`config.mk`:
```
export PLATFORM = sky130hd
export DESIGN_NAME = imem_loader
export DESIGN_NICKNAME = d
export VERILOG_FILES = /design/src/rtl/imem_loader_pkg.sv /design/src/rtl/imem_loader_byte_packer.sv /design/src/rtl/imem_loader.sv
export SDC_FILE = /design/constraint.sdc
export NUM_CORES = 1
export LEC_CHECK = 0
export BUFFER_PORTS_ARGS = -buffer_cell sky130_fd_sc_hd__clkbuf_2
export CELL_PAD_IN_SITES_DETAIL_PLACEMENT = 0
export CELL_PAD_IN_SITES_GLOBAL_PLACEMENT = 1
export CORE_UTILIZATION = 25
export CTS_CLUSTER_SIZE = 24
export DETAILED_ROUTE_END_ITERATION = 10
export MAX_ROUTING_LAYER = met4
export PLACE_DENSITY_LB_ADDON = 0.1
export SLEW_MARGIN = 25
export SYNTH_ARGS = -nofsm -noshare
export SYNTH_HDL_FRONTEND = slang
export SYNTH_SLANG_ARGS = --single-unit
```
`constraint.sdc`:
```
create_clock -name clk -period 2.38 [get_ports clk]
set_clock_uncertainty 0.2 [all_clocks]
set_input_delay 0.476 -clock clk [delete_from_list [all_inputs] [get_ports clk]]
set_output_delay 0.476 -clock clk [all_outputs]
set_load 0.02 [all_outputs]
```
`src/rtl/imem_loader_pkg.sv`:
```
// Shared types and constants for the instruction-memory loader.
// The loader receives a byte-stream program image and writes it to the core's instruction memory.
package imem_loader_pkg;

  typedef enum logic [2:0] {
    S_CNT_LO = 3'd0,
    S_CNT_HI = 3'd1,
    S_DATA   = 3'd2,
    S_CHK    = 3'd3,
    S_DONE   = 3'd4,
    S_ERROR  = 3'd5
  } state_e;

  localparam int BYTES_PER_WORD = 4;
  localparam int CNT_BYTES      = 2;
  localparam int BYTE_IDX_W     = $clog2(BYTES_PER_WORD);

endpackage

```
`src/rtl/imem_loader_byte_packer.sv`:
```
// Packs little-endian bytes into 32-bit words.
// word_valid_o is combinational and presents the complete word in the same cycle that the 4th byte arrives.
module imem_loader_byte_packer
  import imem_loader_pkg::*;
(
  input  logic                  clk,
  input  logic                  rst_n,
  input  logic                  clear_i,
  input  logic                  byte_valid_i,
  input  logic [7:0]            byte_i,
  output logic [31:0]           word_o,
  output logic                  word_valid_o,
  output logic [BYTE_IDX_W-1:0] byte_idx_o
);

  localparam int LANE_BITS = 8 * (BYTES_PER_WORD - 1);

  logic [BYTE_IDX_W-1:0] byte_idx_q, byte_idx_d;
  logic [LANE_BITS-1:0]  lanes_q, lanes_d;

  // Only the lower three lanes are stored; the top lane is taken directly from the 4th byte.
  always_comb begin
    byte_idx_d = byte_idx_q;
    lanes_d    = lanes_q;
    if (clear_i) begin
      byte_idx_d = '0;
      lanes_d    = '0;
    end else if (byte_valid_i) begin
      byte_idx_d = byte_idx_q + BYTE_IDX_W'(1);
      case (byte_idx_q)
        2'd0:    lanes_d[7:0]   = byte_i;
        2'd1:    lanes_d[15:8]  = byte_i;
        2'd2:    lanes_d[23:16] = byte_i;
        default: lanes_d        = lanes_q;
      endcase
    end
  end

  always_ff @(posedge clk or negedge rst_n) begin
    if (!rst_n) begin
      byte_idx_q <= '0;
      lanes_q    <= '0;
    end else begin
      byte_idx_q <= byte_idx_d;
      lanes_q    <= lanes_d;
    end
  end

  assign word_valid_o = byte_valid_i && !clear_i &&
                        (byte_idx_q == BYTE_IDX_W'(BYTES_PER_WORD - 1));
  assign word_o       = {byte_i, lanes_q};
  assign byte_idx_o   = byte_idx_q;

endmodule

```
`src/rtl/imem_loader.sv`:
```
// Loads a counted, XOR-checksummed program image into instruction memory.
// The core is held in reset until a verified image is in place.
module imem_loader
  import imem_loader_pkg::*;
#(
  parameter int ADDR_WIDTH = 32,
  parameter int INST_WIDTH = 32,
  parameter int IMEM_DEPTH = 1024
) (
  input  logic                  clk,
  input  logic                  rst_n,
  input  logic [7:0]            rx_data,
  input  logic                  rx_valid,
  output logic                  rx_ready,
  input  logic                  load_start,
  output logic                  imem_we,
  output logic [ADDR_WIDTH-1:0] imem_addr,
  output logic [INST_WIDTH-1:0] imem_wdata,
  output logic                  cpu_rst_n,
  output logic                  load_done,
  output logic                  load_err,
  output state_e                dbg_state_o
);

  localparam int WIDX_W = $clog2(IMEM_DEPTH) + 1;

  // Handshake: a byte moves on a rising edge where rx_valid && rx_ready; rx_ready never depends on rx_valid.
  state_e                state_q;
  logic [8*CNT_BYTES-1:0] cnt_q;
  logic [WIDX_W-1:0]     word_idx_q;
  logic [7:0]            chk_q;
  logic                  rx_ready_q;
  logic                  imem_we_q;
  logic [ADDR_WIDTH-1:0] imem_addr_q;
  logic [INST_WIDTH-1:0] imem_wdata_q;
  logic                  cpu_rst_n_q;
  logic                  load_done_q;
  logic                  load_err_q;

  logic                  accept;
  logic                  rearm;
  logic [15:0]           cnt_full;
  logic                  cnt_too_big;
  logic                  last_word;
  logic [31:0]           packed_word;
  logic                  word_valid;
  logic [BYTE_IDX_W-1:0] byte_idx;

  assign accept      = rx_valid && rx_ready_q;
  assign rearm       = load_start && ((state_q == S_DONE) || (state_q == S_ERROR));
  assign cnt_full    = {rx_data, cnt_q[7:0]};
  assign cnt_too_big = {1'b0, cnt_full} > 17'(IMEM_DEPTH);
  assign last_word   = (16'(word_idx_q) + 16'd1) == cnt_q;

  imem_loader_byte_packer u_packer (
    .clk          (clk),
    .rst_n        (rst_n),
    .clear_i      (rearm),
    .byte_valid_i (accept && (state_q == S_DATA)),
    .byte_i       (rx_data),
    .word_o       (packed_word),
    .word_valid_o (word_valid),
    .byte_idx_o   (byte_idx)
  );

  always_ff @(posedge clk or negedge rst_n) begin
    if (!rst_n) begin
      state_q      <= S_CNT_LO;
      cnt_q        <= '0;
      word_idx_q   <= '0;
      chk_q        <= '0;
      rx_ready_q   <= 1'b1;
      imem_we_q    <= 1'b0;
      imem_addr_q  <= '0;
      imem_wdata_q <= '0;
      cpu_rst_n_q  <= 1'b0;
      load_done_q  <= 1'b0;
      load_err_q   <= 1'b0;
    end else begin
      imem_we_q <= 1'b0;
      case (state_q)
        S_CNT_LO: begin
          if (accept) begin
            cnt_q[7:0] <= rx_data;
            state_q    <= S_CNT_HI;
          end
        end
        S_CNT_HI: begin
          if (accept) begin
            cnt_q[15:8] <= rx_data;
            if (cnt_too_big) begin
              state_q    <= S_ERROR;
              rx_ready_q <= 1'b0;
              load_err_q <= 1'b1;
            end else if (cnt_full == 16'd0) begin
              state_q <= S_CHK;
            end else begin
              state_q <= S_DATA;
            end
          end
        end
        S_DATA: begin
          if (accept) begin
            chk_q <= chk_q ^ rx_data;
            if (word_valid) begin
              imem_we_q    <= 1'b1;
              imem_addr_q  <= ADDR_WIDTH'(word_idx_q);
              imem_wdata_q <= INST_WIDTH'(packed_word);
              word_idx_q   <= word_idx_q + WIDX_W'(1);
              if (last_word) state_q <= S_CHK;
            end
          end
        end
        S_CHK: begin
          if (accept) begin
            rx_ready_q <= 1'b0;
            if (rx_data == chk_q) begin
              state_q     <= S_DONE;
              load_done_q <= 1'b1;
              cpu_rst_n_q <= 1'b1;
            end else begin
              state_q    <= S_ERROR;
              load_err_q <= 1'b1;
            end
          end
        end
        S_DONE, S_ERROR: begin
          // Memory contents are deliberately left intact on re-arm.
          if (load_start) begin
            state_q     <= S_CNT_LO;
            rx_ready_q  <= 1'b1;
            cpu_rst_n_q <= 1'b0;
            load_done_q <= 1'b0;
            load_err_q  <= 1'b0;
            cnt_q       <= '0;
            word_idx_q  <= '0;
            chk_q       <= '0;
          end
        end
        default: begin
          state_q    <= S_CNT_LO;
          rx_ready_q <= 1'b1;
        end
      endcase
    end
  end

  assign rx_ready    = rx_ready_q;
  assign imem_we     = imem_we_q;
  assign imem_addr   = imem_addr_q;
  assign imem_wdata  = imem_wdata_q;
  assign cpu_rst_n   = cpu_rst_n_q;
  assign load_done   = load_done_q;
  assign load_err    = load_err_q;
  assign dbg_state_o = state_q;

  logic unused_ok;
  assign unused_ok = ^byte_idx;

endmodule
```
## Word-level counts from Yosys, hierarchy flattened

Cells that the tools add are included.

| operators by class | value |
|---|---|
| $add $sub $neg | 3 |
| magnitude comparators | 1 |
| eq/ne operators | 20 |
| multiplexer cells | 46 |
| bitwise operators | 2 |
| reduce and logical (&&, ||, !) cells | 33 |

Operator list:

| kind | number |
|---|---|
| $mux 24 | 2 |
| $mux 8 | 6 |
| $pmux 8 s2 | 3 |
| $mux 11 | 3 |
| $mux 3 | 8 |
| $pmux 11 s2 | 1 |
| $ne 2x2->1 const B | 9 |
| $eq 12x16->1 | 1 |
| $gt 16x11->1 const B | 1 |
| $logic_not 16->1 | 1 |
| $mux 1 | 16 |
| $mux 16 | 1 |
| $reduce_bool 2->1 | 8 |
| $pmux 3 s5 | 1 |
| $add 11x1->12 const B | 1 |
| $reduce_and 3->1 | 4 |
| $add 11x1->11 const B | 1 |
| $eq 8x8->1 | 1 |
| $reduce_and 4->1 | 2 |
| $xor 8x8->8 | 1 |
| $reduce_and 7->1 | 1 |
| $eq 3x2->1 const B | 2 |
| $eq 3x3->1 const B | 2 |
| $reduce_and 2->1 | 3 |
| 19 further kinds | 26 |

| storage, ports and cells | value |
|---|---|
| register bits after elaboration | 111 |
| word-level logic and storage cells | 120 |

## Longest topological paths before layout

| depth | value |
|---|---|
| depth in word-level cells | 9 |
| mapped depth | 9 |
| depth with buffers taken out | 7 |

## Hierarchy

Synthesis repeated with hierarchy kept, for this count alone.

| unflattened totals | value |
|---|---|
| cells, all modules | 600 |
| area total of the unflattened synthesis | 5487.8 µm² |

By module, submodules not included:

| module | instances | cells each | area each (µm²) |
|---|---|---|---|
| imem_loader | 1 | 491 | 4186.5 |
| imem_loader_byte_packer | 1 | 109 | 1301.2 |

## Worst setup path after synthesis

No wires, ideal clock.

| path | value |
|---|---|
| path type | reg2reg |
| start point | register rx_ready_q, in the netlist rx_ready |
| end point | register cnt_q[11] |
| library setup time | 0.127 ns |
| data arrival time | 1.691 ns |
| required time | 2.053 ns |
| path slack | 0.362 ns |
| cell stages (with the launch flop) | 10 |
| period minus slack after synthesis | 2.018 ns |
| cell sequence | dfstp_2 -> and2_1 -> buf_4 -> and3b_1 -> a21oi_1 -> or2_1 -> clkbuf_2 -> buf_2 -> nand2_1 -> o21ai_0 |

| on the way | value |
|---|---|
| longest elaborated chain between the ends | 3 |

Ends and longest elaborated chain:

| item | line | RTL |
|---|---|---|
| start, declared | imem_loader.sv:32 | `logic rx_ready_q;` |
| start signal, assigned | imem_loader.sv:72 | `rx_ready_q <= 1'b1;` |
| start signal, assigned | imem_loader.sv:93 | `rx_ready_q <= 1'b0;` |
| start signal, assigned | imem_loader.sv:116 | `rx_ready_q <= 1'b0;` |
| $logic_and 1x1->1 | imem_loader.sv:49 | `assign accept = rx_valid && rx_ready_q;` |
| $ne 2x2->1 (no line) | n/a |  |
| $reduce_and 3->1 (no line) | n/a |  |
| end signal, assigned | imem_loader.sv:90 | `cnt_q[15:8] <= rx_data;` |
| end, declared | imem_loader.sv:29 | `logic [8*CNT_BYTES-1:0] cnt_q;` |

Every way passes these cells.
A chain may end at the register's enable or synchronous reset.

## Final worst setup path

| path | value |
|---|---|
| start point | register word_idx_q[1] |
| end point | register state_q[0], in the netlist dbg_state_o[0] |

| on the way | value |
|---|---|
| longest elaborated chain between the ends | 4 |

Ends and longest elaborated chain:

| item | line | RTL |
|---|---|---|
| start, declared | imem_loader.sv:30 | `logic [WIDX_W-1:0] word_idx_q;` |
| start signal, assigned | imem_loader.sv:109 | `word_idx_q <= word_idx_q + WIDX_W'(1);` |
| $add 11x1->12 | imem_loader.sv:53 | `assign last_word = (16'(word_idx_q) + 16'd1) == cnt_q;` |
| $eq 12x16->1 | imem_loader.sv:53 |  |
| $ne 2x2->1 (no line) | n/a |  |
| $reduce_and 7->1 (no line) | n/a |  |
| end signal, assigned | imem_loader.sv:68 | `state_q <= S_CNT_LO;` |
| end signal, assigned | imem_loader.sv:85 | `state_q <= S_CNT_HI;` |
| end signal, assigned | imem_loader.sv:92 | `state_q <= S_ERROR;` |
| end, declared | imem_loader.sv:28 | `state_e state_q;` |

Every way passes these cells.

==> tab_implementation.tex <==
\begin{tabular}{lr}
\hline
Metric & Value \\
\hline
\multicolumn{2}{l}{\textbf{Clocking}} \\
CTS Root Cell & clkbuf\_16 \\
TritonCTS clock tree & built \\
Sink Count & 111 \\
Buffer levels on the longest clock path & 2 \\
Count of instances resized after the clock tree is built & 0 \\
Clock input transition at the sequential cells of the worst setup and hold paths & 0.08 ns \\
Total clock buffers created by CTS & 9 \\
Total number of H-tree levels & 3 \\
Clock latency on the worst-skew pair & 0.35 ns \\
Post-CTS setup buffer count & 0 \\
\multicolumn{2}{l}{\textbf{Final layout}} \\
Ratio of cells with drive above 1 in the final layout & 17.82\% \\
Diode insertion count for antenna repair & 0 \\
Layout net count & 691 \\
Layout Cells excl Fill & 949 \\
Area delta synth->final & 17.07\% \\
Fraction of the core area covered by cells at the end of the flow & 30.25\% \\
\multicolumn{2}{l}{\textbf{Critical path}} \\
Cell depth of the worst flop-to-flop path & 7 \\
Launching point of the worst reg2reg path & word\_idx\_q[1] \\
Classification of the worst setup path & flop to flop \\
Worst r2r dst & dbg\_state\_o[0] \\
Type of element launching the critical path & flop \\
Required time of the critical path & 2.45 ns \\
R2R setup slack & 0.19 ns \\
Crit path capture type & flop \\
Largest fanout on the critical path & 7 \\
Worst endpoint data arrival time & 2.26 ns \\
\multicolumn{2}{l}{\textbf{Place}} \\
Final RePlAce weighted congestion & 0.7441 \\
Half-perimeter wire length after placement & 10480 microns \\
DP Worst Slack & 0.1476 ns \\
Number of port buffers & 62 \\
Number of instances in the placed design & 932 \\
\multicolumn{2}{l}{\textbf{STA}} \\
Max-slew violation count & 0 \\
Top achievable clock speed & 456.8 MHz \\
Final hold vios & 0 \\
Setup tns final & 0 ns \\
Post-route minimum period & 2.189 ns \\
Final worst setup slack & 0.1907 ns \\
Slew at the pin closest to its max-slew limit & 0.6801 ns \\
RSZ-0062 raised after global routing & no \\
WHS & 0.2061 ns \\
Final setup vio count & 0 \\
Final cycle utilization of the critical path & 91.99\% \\
Slew headroom & 54.49\% \\
\multicolumn{2}{l}{\textbf{Global route}} \\
Aggregate global routing overflow & 0 \\
Maximum number of pins on one net before global-route repair & 40 \\
Total GRT Usage & 14.69\% \\
First-pass GRT wire length & 23870 microns \\
Antenna violations before repair & 0 \\
Number of global-route vias before repair & 4190 \\
\multicolumn{2}{l}{\textbf{Synth}} \\
Largest cells by area after synthesis & dfrtp\_1, nand2\_1, o21ai\_0 \\
Post-synth top flop & dfrtp\_1 \\
Post-synth top area share & 51.81\% \\
Number of synthesized flops with an enable pin & 0 \\
Fraction of the yosys area taken by sequential cells & 52.31\% \\
List of most frequent post-synthesis cells & nand2\_1, dfrtp\_1, o21ai\_0, nand3\_1, a21oi\_1 \\
Number of instances in the synthesized netlist & 619 \\
Yosys Warn Count & 0 \\
Library cell occupying the most area in the post-synthesis netlist & dfrtp\_1 \\
Number of distinct library cell variants in the gate-level netlist after synthesis & 50 \\
Count leader, synth & nand2\_1 \\
Post-synth ARST share & 100.0\% \\
Cell Area, Synth & 5313 sq um \\
Avg Synthesized Cell Area & 8.583 sq um \\
Total of flip-flops plus latches after synthesis & 111 \\
\multicolumn{2}{l}{\textbf{Worst hold path}} \\
Origin of the worst min-delay path & rx\_valid \\
Min-Delay Path Class & input pin to flop \\
Hold Path Depth & 4 \\
Worst Hold Path EP & rx\_ready \\
\multicolumn{2}{l}{\textbf{Floorplan}} \\
Area of the core & 20560 sq um \\
Number of core rows & 52 \\
Full die area & 21840 sq um \\
Initial standard-cell utilization of the core & 25.84\% \\
Width of the die & 147.8 microns \\
Number of ports placed on the die boundary & 84 \\
Die extent in y & 147.8 microns \\
\multicolumn{2}{l}{\textbf{Run}} \\
Total of max-cap violations & 0 \\
\multicolumn{2}{l}{\textbf{Detailed routing}} \\
Via count & 4301 \\
DR DRC count & 0 \\
Per-cell via count in the routed design & 4.532 \\
Average detailed-routed wire length per instance & 15.68 microns \\
Antenna viol nets, final & 0 \\
Detailed-routing iteration count for the pre-antenna-repair pass & 4 \\
DRT iter0 DRCs & 212 \\
Wire length after detailed routing & 14880 microns \\
\multicolumn{2}{l}{\textbf{Power}} \\
Static Leakage & 3.017 nW \\
Worst IR drop on VDD & 0.2859 mV \\
Power density over the cells & 768.8 nW/um\^{}2 \\
\multicolumn{2}{l}{\textbf{Run status}} \\
Result of the run & finished, final reports clean \\
\hline
\end{tabular}
==> kinds of logic (layout without fill, tap and decap cells) <==
kind of cell	Yosys count	after routing	share of synthesized area [%]
adder cells (fa/ha/maj)	5	5	1.178
buffers and inverters	74	114	7.466
flip-flops	111	111	52.31
other	1	21	0.07059
AND/OR/NAND/NOR	300	300	24.19
AO/OA/AOI/OAI	108	108	11.49
XOR/XNOR	20	20	3.297
==> metrics by stage <==
| stage | power [W] | instance area, sq um |
|---|---|---|
| 5_1_grt | 0.005071 | 6220 |
| 4_1_cts | 0.004843 | 6220 |
| 6_report | 0.004782 | 6220 |
| 3_5_place_dp | 0.003329 | 5919 |
| 3_3_place_gp | 0.003313 | 5919 |
| 2_1_floorplan | 0.002992 | 5388 |
==> cell usage in the layout (no fill, tap or decap), types with 6 or more instances in the layout <==
master     instances
a21oi_1           32
buf_4             27
clkbuf_16          9
clkbuf_2          61
conb_1            21
dfrtp_1          110
nand2_1          212
nand3_1           33
nand4_1            6
nor2_1            17
nor3_1             6
o21ai_0           53
xnor2_1           16
==> per-layer routing <==
layer	vias to the layer above	wire length [microns]	global-route usage (%)
met5	-	0	-
met4	0	163	4.485
met3	8	630	1.543
met2	107	6583	21.84
met1	2082	7505	20.94
li1	2104	-	-
==> final cells by class <==
class / count / area [sq um]
Fill cell: 2215 / 14340
Sequential cell: 111 / 2779
Multi-Input combinational cell: 454 / 2212
Clock buffer: 10 / 239.0
Tap cell: 270 / 337.8
Clock inverter: 6 / 51.30
Timing Repair Buffer: 92 / 578.1
Inverter: 6 / 22.52
==> report_power, final <==
part	internal, W	switching [W]
Clock	0.000756	0.000741
Combinational	0.000367	0.000674
Sequential	0.00206	0.000183
Total	0.00318	0.00160
==> state kept, by name, summed over array words and instances (netlist names) <==
name and cells:
dbg_state_o 3, imem_wdata 32, load_err 1, load_done 1, imem_addr 11, u_packer.lanes_q 24
u_packer.byte_idx_o 2, word_idx_q 11, rx_ready 1, chk_q 8, cnt_q 16, imem_we 1
==> worst max-delay path, cell delays in order (launching register included) <==
cell	delay, ns
dfrtp_1	0.44
ha_1	0.35
nand2_1	0.10
or2_2	0.34
xnor2_1	0.14
nor3_1	0.17
nand4_1	0.18
a21oi_1	0.18
==> how the worst max path moves through the flow <==
stage | startpoint | to | slack, ns | cells past startpoint
floorplan | rx_ready | cnt_q[11] | 0.36 | 9
global placement | word_idx_q[1] | dbg_state_o[0] | 0.20 | 7
detailed placement | rx_valid | word_idx_q[6] | 0.15 | 7
CTS | word_idx_q[1] | dbg_state_o[0] | 0.16 | 7
global route | word_idx_q[1] | dbg_state_o[0] | 0.06 | 7
finish | word_idx_q[1] | dbg_state_o[0] | 0.19 | 7
==> repair_timing <==
action	4_1_cts	5_1_grt
endpoints found under the hold margin	30	0
endpoints found under the setup margin	0	0
hold buffers	1	0
Note: power is estimated with default switching activity, not from simulation.
